File: src/rtl/round_constant_inv_gen_if.sv
// Handshake bundle between the inverse-round controller (master) and the
// reverse round-constant source (slave).
interface round_constant_inv_gen_if;
  logic        start;
  logic        round_const_ena;
  logic        busy;
  logic        valid;
  logic        last;
  logic        done;
  logic [4:0]  round_idx;
  logic [31:0] round_constant;

  modport master (
    output start, round_const_ena,
    input  busy, valid, last, done, round_idx, round_constant
  );

  modport slave (
    input  start, round_const_ena,
    output busy, valid, last, done, round_idx, round_constant
  );
endinterface

File: src/rtl/round_constant_inv_gen.sv
// uBlock decryption round-constant source: replays the encryption LFSR constants
// from round ROUNDS-1 down to 0. Define ROUND_CONST_PRECOMP_EN to skip the SEEK phase.
module round_constant_inv_gen #(
  parameter int          ROUNDS = 16,
  parameter logic [7:0]  INIT   = 8'h6C
) (
  input  logic                     clk,
  input  logic                     rst_n,
  round_constant_inv_gen_if.slave  bus
);

  localparam int          NUM_LANES = 4;
  localparam logic [4:0]  LAST_IDX  = 5'(ROUNDS - 1);
  localparam logic [31:0] LANE_MASK = 32'h40541105;

  function automatic logic [7:0] nxt(input logic [7:0] s);
    return {s[6:0], s[7] ^ s[6] ^ s[2] ^ s[1]};
  endfunction

  function automatic logic [7:0] prv(input logic [7:0] s);
    return {s[0] ^ s[7] ^ s[3] ^ s[2], s[7:1]};
  endfunction

`ifdef ROUND_CONST_PRECOMP_EN
  // End-of-schedule LFSR state folded to a constant at elaboration.
  function automatic logic [7:0] seek_final();
    logic [7:0] s;
    s = INIT;
    for (int i = 0; i < ROUNDS; i++) s = nxt(s);
    return s;
  endfunction

  localparam logic [7:0] FINAL_STATE = seek_final();

  typedef enum logic [1:0] {IDLE = 2'd0, RUN = 2'd2} state_t;
`else
  typedef enum logic [1:0] {IDLE = 2'd0, SEEK = 2'd1, RUN = 2'd2} state_t;
`endif

  state_t      state;
  logic [7:0]  lfsr;
  logic [4:0]  cnt;
  logic        done_q;

  always_ff @(posedge clk or negedge rst_n) begin
    if (!rst_n) begin
      state  <= IDLE;
      lfsr   <= 8'h00;
      cnt    <= 5'd0;
      done_q <= 1'b0;
    end else begin
      done_q <= 1'b0;
      case (state)
        IDLE: begin
          if (bus.start) begin
`ifdef ROUND_CONST_PRECOMP_EN
            lfsr  <= FINAL_STATE;
            cnt   <= LAST_IDX;
            state <= RUN;
`else
            lfsr  <= INIT;
            cnt   <= 5'd0;
            state <= SEEK;
`endif
          end
        end
`ifndef ROUND_CONST_PRECOMP_EN
        SEEK: begin
          lfsr <= nxt(lfsr);
          if (cnt == LAST_IDX) begin
            cnt   <= LAST_IDX;
            state <= RUN;
          end else begin
            cnt <= cnt + 5'd1;
          end
        end
`endif
        RUN: begin
          if (bus.round_const_ena) begin
            lfsr <= prv(lfsr);
            // Index 0 is the final constant; stay at 0 rather than wrap.
            if (cnt == 5'd0) begin
              state  <= IDLE;
              done_q <= 1'b1;
            end else begin
              cnt <= cnt - 5'd1;
            end
          end
        end
        default: state <= IDLE;
      endcase
    end
  end

  logic valid;
  assign valid          = (state == RUN);
  assign bus.valid      = valid;
  assign bus.busy       = (state != IDLE);
  assign bus.last       = valid && (cnt == 5'd0);
  assign bus.round_idx  = valid ? cnt : 5'd0;
  assign bus.done       = done_q;

  // Each byte lane is the LFSR state xored with its own lane constant.
  for (genvar g = 0; g < NUM_LANES; g++) begin : g_lane
    assign bus.round_constant[8*g +: 8] = valid ? (lfsr ^ LANE_MASK[8*g +: 8]) : 8'h00;
  end

endmodule

File: src/flat_wrapper.sv
// flat-port wrapper written by rule: the top's interface ports become plain ports
module round_constant_inv_gen_flat 
#(
  parameter int          ROUNDS = 16,
  parameter logic [7:0]  INIT   = 8'h6C
)
  (clk, rst_n, bus_start, bus_round_const_ena, bus_busy, bus_valid, bus_last, bus_done, bus_round_idx, bus_round_constant);
  round_constant_inv_gen_if bus_i ();
  input  logic clk;
  input  logic rst_n;
  input wire logic [$bits(bus_i.start)-1:0] bus_start;
  input wire logic [$bits(bus_i.round_const_ena)-1:0] bus_round_const_ena;
  output wire logic [$bits(bus_i.busy)-1:0] bus_busy;
  output wire logic [$bits(bus_i.valid)-1:0] bus_valid;
  output wire logic [$bits(bus_i.last)-1:0] bus_last;
  output wire logic [$bits(bus_i.done)-1:0] bus_done;
  output wire logic [$bits(bus_i.round_idx)-1:0] bus_round_idx;
  output wire logic [$bits(bus_i.round_constant)-1:0] bus_round_constant;
  assign bus_i.start = bus_start;
  assign bus_i.round_const_ena = bus_round_const_ena;
  assign bus_busy = bus_i.busy;
  assign bus_valid = bus_i.valid;
  assign bus_last = bus_i.last;
  assign bus_done = bus_i.done;
  assign bus_round_idx = bus_i.round_idx;
  assign bus_round_constant = bus_i.round_constant;
  round_constant_inv_gen #(.ROUNDS(ROUNDS), .INIT(INIT)) u_core (.clk(clk), .rst_n(rst_n), .bus(bus_i));
endmodule
File: config.mk
export PLATFORM = sky130hd
export DESIGN_NAME = round_constant_inv_gen_flat
export DESIGN_NICKNAME = d
export VERILOG_FILES = /design/src/rtl/round_constant_inv_gen_if.sv /design/src/rtl/round_constant_inv_gen.sv /design/src/flat_wrapper.sv
export SDC_FILE = /design/constraint.sdc
export NUM_CORES = 1
export LEC_CHECK = 0
export CAP_MARGIN = 20
export CORE_MARGIN = 5
export CORE_UTILIZATION = 49
export CTS_CLUSTER_DIAMETER = 30
export DETAILED_ROUTE_END_ITERATION = 12
export MAX_ROUTING_LAYER = met4
export PLACE_DENSITY = 0.83
export SKIP_LAST_GASP = 1
export SLEW_MARGIN = 20
export SYNTH_ARGS = -nofsm -noshare
export SYNTH_HDL_FRONTEND = slang
export SYNTH_SLANG_ARGS = --single-unit
File: constraint.sdc
create_clock -name clk -period 3.55 [get_ports clk]
set_input_delay 0.8875 -clock clk [delete_from_list [all_inputs] [get_ports clk]]
set_output_delay 0.8875 -clock clk [all_outputs]
set_load 0.1 [all_outputs]
# Word level (Yosys, flattened, before mapping)
# Cells that the tools add are included.
[totals]
register_bits = 16
input_bits = 4
out_inout_bits = 41
wordCells = 53
[classes]
addsub = 2
eq_ne = 8
muxes = 21
bitwise_logic = 10
n_reduce_logical = 8
[ops]
columns = ["cell", "n"]
rows = [
  ["$mux W8", 6],
  ["$mux W5", 5],
  ["$pmux W8 S3", 1],
  ["$pmux W5 S3", 1],
  ["$mux W2", 4],
  ["$ne A2 B2 Y1 const B", 4],
  ["$reduce_and A4 Y1", 2],
  ["$pmux W2 S3", 1],
  ["$xor A1 B1 Y1", 6],
  ["$add A5 B1 Y5 const B", 1],
  ["$eq A5 B4 Y1 const B", 1],
  ["$logic_not A5 Y1", 1],
  ["$sub A5 B1 Y5 const B", 1],
  ["$not A2 Y2", 2],
  ["$mux W1", 3],
  ["$not A3 Y3", 1],
  ["$reduce_and A3 Y1", 1],
  ["$reduce_bool A3 Y1", 1],
  ["$eq A2 B1 Y1 const B", 1],
  ["$eq A2 B2 Y1 const B", 1],
  ["$logic_not A2 Y1", 1],
  ["$ne A2 B1 Y1 const B", 1],
  ["$reduce_bool A2 Y1", 1],
  ["$logic_and A1 B1 Y1", 1],
  ["$not A1 Y1", 1],
]

# Longest topological paths before layout
# Gate-level depths: netlist (run 1).
[logic_depth]
word_depth = 5
ltp_mapped = 8
mapped_depth_nobuf = 6

# Worst setup path after synthesis (run 1)
# OpenSTA, ideal clock, no wires.
[synth_path]
path_type = "reg-to-output"
from = "register u_core.state[0]"
to = "output port bus_round_constant[17]"
arrival_time_ps = 3699
t_required_ps = 2663
path_slack_ps = -1037
path_stages_with_launch = 8
path_buffers = 3
cell_sequence = "dfrtp_1 inv_1 ha_1 buf_2 inv_1 buf_2 nor2_1 buf_4"
[synth_between]
elab_chain_cells = 2
[synth_rtl]
columns = ["element", "line_no", "text"]
rows = [
  ["start: declaration", "round_constant_inv_gen.sv:40", "state_t state;"],
  ["start signal: assignment", "round_constant_inv_gen.sv:47", "state <= IDLE;"],
  ["start signal: assignment", "round_constant_inv_gen.sv:63", "state <= SEEK;"],
  ["start signal: assignment", "round_constant_inv_gen.sv:72", "state <= RUN;"],
  ["$eq A2 B2 Y1", "round_constant_inv_gen.sv:96", "assign valid = (state == RUN);"],
  ["named net bus_valid", "flat_wrapper.sv:14", "output wire logic [$bits(bus_i.valid)-1:0] bus_valid;"],
  ["$mux W8", "round_constant_inv_gen.sv:105", "assign bus.round_constant[8*g +: 8] = valid ? (lfsr ^ LANE_MASK[8*g +: 8]) : 8'h00;"],
  ["end: declaration", "flat_wrapper.sv:18", "output wire logic [$bits(bus_i.round_constant)-1:0] bus_round_constant;"],
]
# The timed path passes the listed nets, and every way through them passes these cells.

# Worst setup path in the final report (run 1)
[layout_path]
from = "register u_core.state[0]"
to = "output port bus_round_constant[25]"
[layout_between]
elab_chain_cells = 2
[layout_rtl]
columns = ["element", "line_no"]
rows = [
  ["$eq A2 B2 Y1", "round_constant_inv_gen.sv:96"],
  ["$mux W8", "round_constant_inv_gen.sv:105"],
]
# Every way passes these cells.

==> qor.txt, run 1 <==
Status: complete, no violations
Top-level port count: 45
Endpoints failing setup: 0
Top area cells in the synthesized netlist: dfrtp_1 (30%), buf_4 (12%), ha_1 (6.6%)
Vias in the first global route: 1095
Initial Util: 52.5%
Met2 GRT Util: 29.0%
Vias: 1170
Number of diodes: 0
Final Skew: 0.0104 ns
Pin count of the biggest net entering global routing: 21
CP endpoint kind: output port
Leak: 0.771 nW
Die width: 62.0 um
Synth Flop Type: dfrtp_1
Worst-Margin Slew: 0.730 ns
Critical Path Fanout Max: 20
Post-Syn Instances: 156
Total iterations of the first detailed-routing run: 6
Number of remaining DRC errors: 0
Most common cell after layout, fill and taps aside: buf_4
Final Hold Violating Endpoints: 0
Sequential share of the synthesized area: 30.2%
Maximum VDD drop: 421 uV
Met3 global-route usage: 2.48%
Total congestion overflow: 0
PD cells: 604 mW/mm^2
Max_slew headroom: 51.2%
Hold Worst Slack: 0.581 ns
DRT antenna net count: 0
Syn_nets: 167
# rows: 18
Layout area overhead: 16.5%
CP Launch Type: flip-flop
Fmax: 331 MHz
Tcrit/Tclk final: 85.1%
GRT Total Usage: 17.5%
Fin crit period: 3.02 ns
CP Class: reg2out
Number of synthesized register bits: 16
DR iter-0 viols: 54
Sink Count: 16
Vias/cell: 5.74
WP data arrival: 2.13 ns
Max-cap violations: 0
Die Ht: 62.0 um
Pre-CTS setup slack: 0.868 ns
CP required: 2.66 ns
Clk Tree Root Cell: clkbuf_4
# nets final: 187
Most Frequent Cell on Critical Path: inv_1
Clk_lat worst skew: 0.29 ns
RSZ-0062 raised after global routing: false
Number of buffers created by CTS: 3
Routed wire length: 3090 um
Maximum level of the CTS H-tree: 1
Mean Syn Cell Area: 8.49 um^2
Layout cells sized above 1: 33.9%
Cell taking the most area after synthesis: dfrtp_1
Async SR Flop Fraction: 100%
DIE AREA: 0.00384 mm^2
Core area: 0.00252 mm^2
Global-route wire length before repair: 4900 um
DPL Wire Length: 2320 um
Bufs and invs on worst path: 3
Final RePlAce weighted congestion: 0.893
Number of fill cells: 214
Post-Synthesis Cell Area: 0.00132 mm^2
CP max stage delay: 0.43 ns
Yosys warnings: 0
TritonCTS clock tree: done
GR Util met1: 22.0%
Total power: 0.931 mW
Global route hottest layer: met2
Worst setup margin: 0.530 ns
Multi-input combinational cell area: 703 um^2
Post CTS Setup Buffer Count: 0
IO buf count: 44
Synth top area share: 30.2%
Register area: 400 um^2
Final Max Tran Viols: 0
Post-synth EDFFs: 0
Clock buffer depth: 2
Cts hold-fix bufs: 0
HP Class: reg2reg
PostCTS Resize Cnt: 0
Initial antenna violation count: 0
Clock transition at path regs: 0.09 ns
Yosys cell types: 41
Cell family with most CP delay: buffers and inverters
Critical path, cell by cell: inv_1, ha_2, inv_1, nor2_4, buf_4
Max stage delay cell, worst path: dfrtp_1
Wire per inst: 15.1 um
Most frequent cells in the layout: buf_4 (41), dfrtp_1 (16), nor2_1 (12)
final timing paths:
path,startpoint,endpoint,slack (ns),depth (start not counted)
setup / recovery,u_core.state[0],bus_round_constant[25],0.53,5
hold / removal,u_core.state[1],u_core.state[1],0.58,1
setup reg to reg,u_core.state[0],u_core.state[0],1.47,6
hold reg to reg,u_core.state[1],u_core.state[1],0.58,1
max in group asynchronous,rst_n,u_core.state[0],2.07,1
min in group asynchronous,rst_n,u_core.lfsr[7],1.01,1
report_power, final:
part           switching (mW)  total (mW)  internal (mW)
sequential             0.0875       0.331          0.243
combinational           0.296       0.499          0.203
clock                  0.0620       0.101         0.0395
cell usage after synthesis, types with 4 or more instances:
| master | number |
|---|---|
| inv_1 | 11 |
| clkbuf_1 | 4 |
| xnor2_1 | 4 |
| ha_1 | 7 |
| nand3_1 | 4 |
| o21ai_0 | 6 |
| and2_1 | 10 |
| a31oi_1 | 6 |
| nor2_1 | 18 |
| a21oi_1 | 7 |
| nand2_1 | 7 |
| buf_4 | 21 |
| dfrtp_1 | 16 |
cell families after synthesis:
group | count (synthesis) | synth area share [%]
AND/OR/NAND/NOR | 52 | 22.5
adder cells (fa/ha/maj) | 7 | 6.62
multiplexers | 2 | 1.61
XOR/XNOR | 5 | 3.31
flip-flops | 16 | 30.2
buffers and inverters | 40 | 18.6
AO/OA/AOI/OAI | 34 | 17.1
cell type report:
cell class | instances | area share, %
Sequential cell | 16 | 26.0
Tap cell | 30 | 2.43
Timing Repair Buffer | 44 | 21.9
Clock buffer | 3 | 1.46
Multi-Input combinational cell | 100 | 45.6
Inverter | 11 | 2.68
registers in the layout, summed over array words and instances, names as in the netlist:
name / count
u_core.state: 2
u_core.cnt: 5
u_core.bus.done: 1
u_core.lfsr: 8
routing by layer:
| metal | part of all wire [%] | wire (um) |
|---|---|---|
| met5 | 0 | 0 |
| met1 | 41 | 1250 |
| met3 | 11 | 334 |
| met2 | 48 | 1480 |
| met4 | 0.55 | 17 |
through the flow:
stage	cells	utilization, %	instance area, um^2	setup TNS, ns
floorplan	156	-	1350	-0.879
global placement	201	60.3	1520	0
detailed placement	201	60.3	1520	0
CTS	204	61.2	1540	0
global route	204	61.2	1540	0
finish	204	61.2	1540	0
(Power assumes the default switching activity.)
==> run 2, diff against run 1 <==
--- a/config.mk
+++ b/config.mk
@@ -7,11 +7,11 @@
 export LEC_CHECK = 0
 export CAP_MARGIN = 20
 export CORE_MARGIN = 5
-export CORE_UTILIZATION = 49
+export CORE_UTILIZATION = 45
 export CTS_CLUSTER_DIAMETER = 30
 export DETAILED_ROUTE_END_ITERATION = 12
 export MAX_ROUTING_LAYER = met4
-export PLACE_DENSITY = 0.83
+export PLACE_DENSITY = 0.77
 export SKIP_LAST_GASP = 1
 export SLEW_MARGIN = 20
 export SYNTH_ARGS = -nofsm -noshare
==> constraint.sdc (replaced) <==
create_clock -name clk -period 3.2 [get_ports clk]
set_input_delay 0.8 -clock clk [delete_from_list [all_inputs] [get_ports clk]]
set_output_delay 0.8 -clock clk [all_outputs]
set_load 0.1 [all_outputs]
==> run 2 against run 1 <==
Combinational power grew 13%; power grew 13%; worst setup slack lost 0.25 ns; cell count grew 0.49%; global-route usage grew 0.25 points; clock skew shrank 0.0093 ns; critical path depth is the same; clock power grew 14%; sequential share of layout area shrank 3.5 points; worst hold slack is essentially flat; register-to-register slack lost 0.41 ns; utilization grew 3.1 points; critical endpoint is now bus_round_constant[9].
==> qor.txt, run 2 (same netlist as run 1, synthesis figures left out) <==
Status: complete, no violations
# nets final: 187 (unchanged)
Vias in the first global route: 1188 (+8.5%)
Max_slew headroom: 46.7% (-4.5 points)
# rows: 19 (+1)
Number of diodes: 0 (unchanged)
Vias: 1174 (+0.34%)
Core Util, Final: 64.2% (+3.1 points)
CP max stage delay: 0.43 ns (about the same)
Most frequent cells in the layout: buf_4 (25), buf_12 (16), dfrtp_1 (16)
Most Frequent Cell on Critical Path: inv_1
Total congestion overflow: 0 (unchanged)
PostCTS Resize Cnt: 0 (unchanged)
Fin Setup TNS: 0 ns (unchanged)
Final Skew: 0.00110 ns (-0.00931 ns)
Final Hold Violating Endpoints: 0 (unchanged)
Die Ht: 64.2 um (+3.6%)
Clk Tree Root Cell: clkbuf_4
Wire per inst: 16.8 um (+11%)
Pin count of the biggest net entering global routing: 21 (unchanged)
DR iter-0 viols: 39 (-28%)
GRT Total Usage: 17.7% (+0.25 points)
Critical path, cell by cell: inv_1, ha_4, inv_1, nor2_4, buf_12
Worst-Margin Slew: 0.798 ns (+0.0674 ns)
Critical Path Fanout Max: 20 (unchanged)
PD cells: 591 mW/mm^2 (-2.1%)
HP Class: reg2reg
Clock buffer depth: 2 (unchanged)
TritonCTS clock tree: done
Max stage delay cell, worst path: dfrtp_1
Layout cells sized above 1: 36.2% (+2.3 points)
Multi-input combinational cell area: 746 um^2 (+6.0%)
Top-level port count: 45 (unchanged)
Routed wire length: 3440 um (+11%)
DRT antenna net count: 0 (unchanged)
Vias/cell: 5.73 (-0.15%)
Largest register FFs: 8 (unchanged)
Initial Util: 47.6% (-4.9 points)
Clock transition at path regs: 0.10 ns (about the same)
Switch share: 48.8% (+0.97 points)
Largest Register: u_core.lfsr
Clock power share: 10.9% (about the same)
CP Launch Type: flip-flop
Maximum VDD drop: 618 uV (+47%)
Leak: 0.817 nW (+6.0%)
Share of power burned in registers: 35.6% (about the same)
Number of remaining DRC errors: 0 (unchanged)
Die width: 64.2 um (+3.6%)
Cell area after placement: 0.00176 mm^2 (+16%)
Max-cap violations: 0 (unchanged)
Top Registers: u_core.lfsr: 8 flops, u_core.cnt: 5 flops, u_core.state: 2 flops
Register area: 400 um^2 (unchanged)
CP required: 2.40 ns (-0.26 ns)
Maximum level of the CTS H-tree: 1 (unchanged)
CP Class: reg2out
Worst setup margin: 0.281 ns (-0.249 ns)
Sink Count: 16 (unchanged)
Number of fill cells: 230 (+7.5%)
Final RePlAce weighted congestion: 0.867 (-2.8%)
RSZ-0062 raised after global routing: false
Initial antenna violation count: 0 (unchanged)
Pre-CTS setup slack: 0.613 ns (-0.256 ns)
Gate power share: 53.5% (about the same)
Global-route wire length before repair: 5720 um (+17%)
Cts hold-fix bufs: 0 (unchanged)
Fin crit period: 2.92 ns
DPL Wire Length: 2620 um (+13%)
Number of buffers created by CTS: 3 (unchanged)
Tcrit/Tclk final: 91.2%
CP endpoint kind: output port
WP data arrival: 2.12 ns (about the same)
Layout area overhead: 35.0%
Most common cell after layout, fill and taps aside: buf_4
Clk_lat worst skew: 0.30 ns (about the same)
Total iterations of the first detailed-routing run: 4 (-2)
Internal Power: 0.540 mW (+11%)
IO buf count: 44 (unchanged)
Post CTS Setup Buffer Count: 0 (unchanged)
Endpoints failing setup: 0 (unchanged)
Core area: 0.00278 mm^2 (+10%)
Final Max Tran Viols: 0 (unchanged)
Fmax: 343 MHz
DIE AREA: 0.00413 mm^2 (+7.4%)
Cell area after layout: 0.00179 mm^2 (+16%)
Sw power: 0.516 mW (+16%)
[run 2: cell types whose count changed in the layout (fill, tap and decap cells not counted), moves of 3 or more]
| cell | before | now |
|---|---|---|
| buf_4 | 41 | 25 |
| buf_12 | 0 | 16 |
| nor2_4 | 1 | 6 |
| nor2_2 | 5 | 2 |
[run 2: layout make-up]
class / count / area share (%)
clock buffer: 3 / 1.26
inverter: 11 / 2.31
multi-input combinational: 100 / 41.7
sequential: 16 / 22.4
tap: 31 / 2.17
timing repair buffer: 44 / 30.1
[run 2: through the flow]
stage	power [mW]	cells	hold WS (ns)
after global routing	1.13	205	0.625
after floorplan	0.833	156	0.504
after global placement	0.910	202	0.528
after detailed placement	0.934	202	0.555
after CTS	1.05	205	0.577
final	1.06	205	0.582
[run 2: worst paths after layout]
check / depth (start not counted) / startpoint / slack [ns] / to
max: 5 / u_core.state[0] / 0.28 / bus_round_constant[9]
min: 1 / u_core.state[0] / 0.58 / u_core.state[0]
max reg2reg: 6 / u_core.state[1] / 1.06 / u_core.cnt[3]
min reg2reg: 1 / u_core.state[0] / 0.58 / u_core.state[0]
max in group asynchronous: 1 / rst_n / 1.75 / u_core.lfsr[4]
min in group asynchronous: 1 / rst_n / 0.96 / u_core.lfsr[1]
[run 2: critical path, delay by kind of cell (launching register included)]
kind                     cells  cell delay, ns
AND/OR/NAND/NOR              1            0.39
buffers and inverters        3            0.73
adder cells (fa/ha/maj)      1            0.27
flip-flops                   1            0.43
[run 2: power by group through the flow]
stage | combinational, mW | clock [mW] | sequential [mW]
finish | 0.565 | 0.115 | 0.376
global route | 0.623 | 0.122 | 0.390
CTS | 0.560 | 0.113 | 0.374
detailed placement | 0.556 | 0 | 0.378
global placement | 0.540 | 0 | 0.370
floorplan | 0.495 | 0 | 0.338
[run 2: per-layer routing]
metal	vias to the layer above	track usage (%)	wire length [um]
met4	0	7.12	40
met1	556	21.2	1350
met5	-	-	0
met2	61	29.0	1760
li1	552	-	-
met3	5	3.50	286
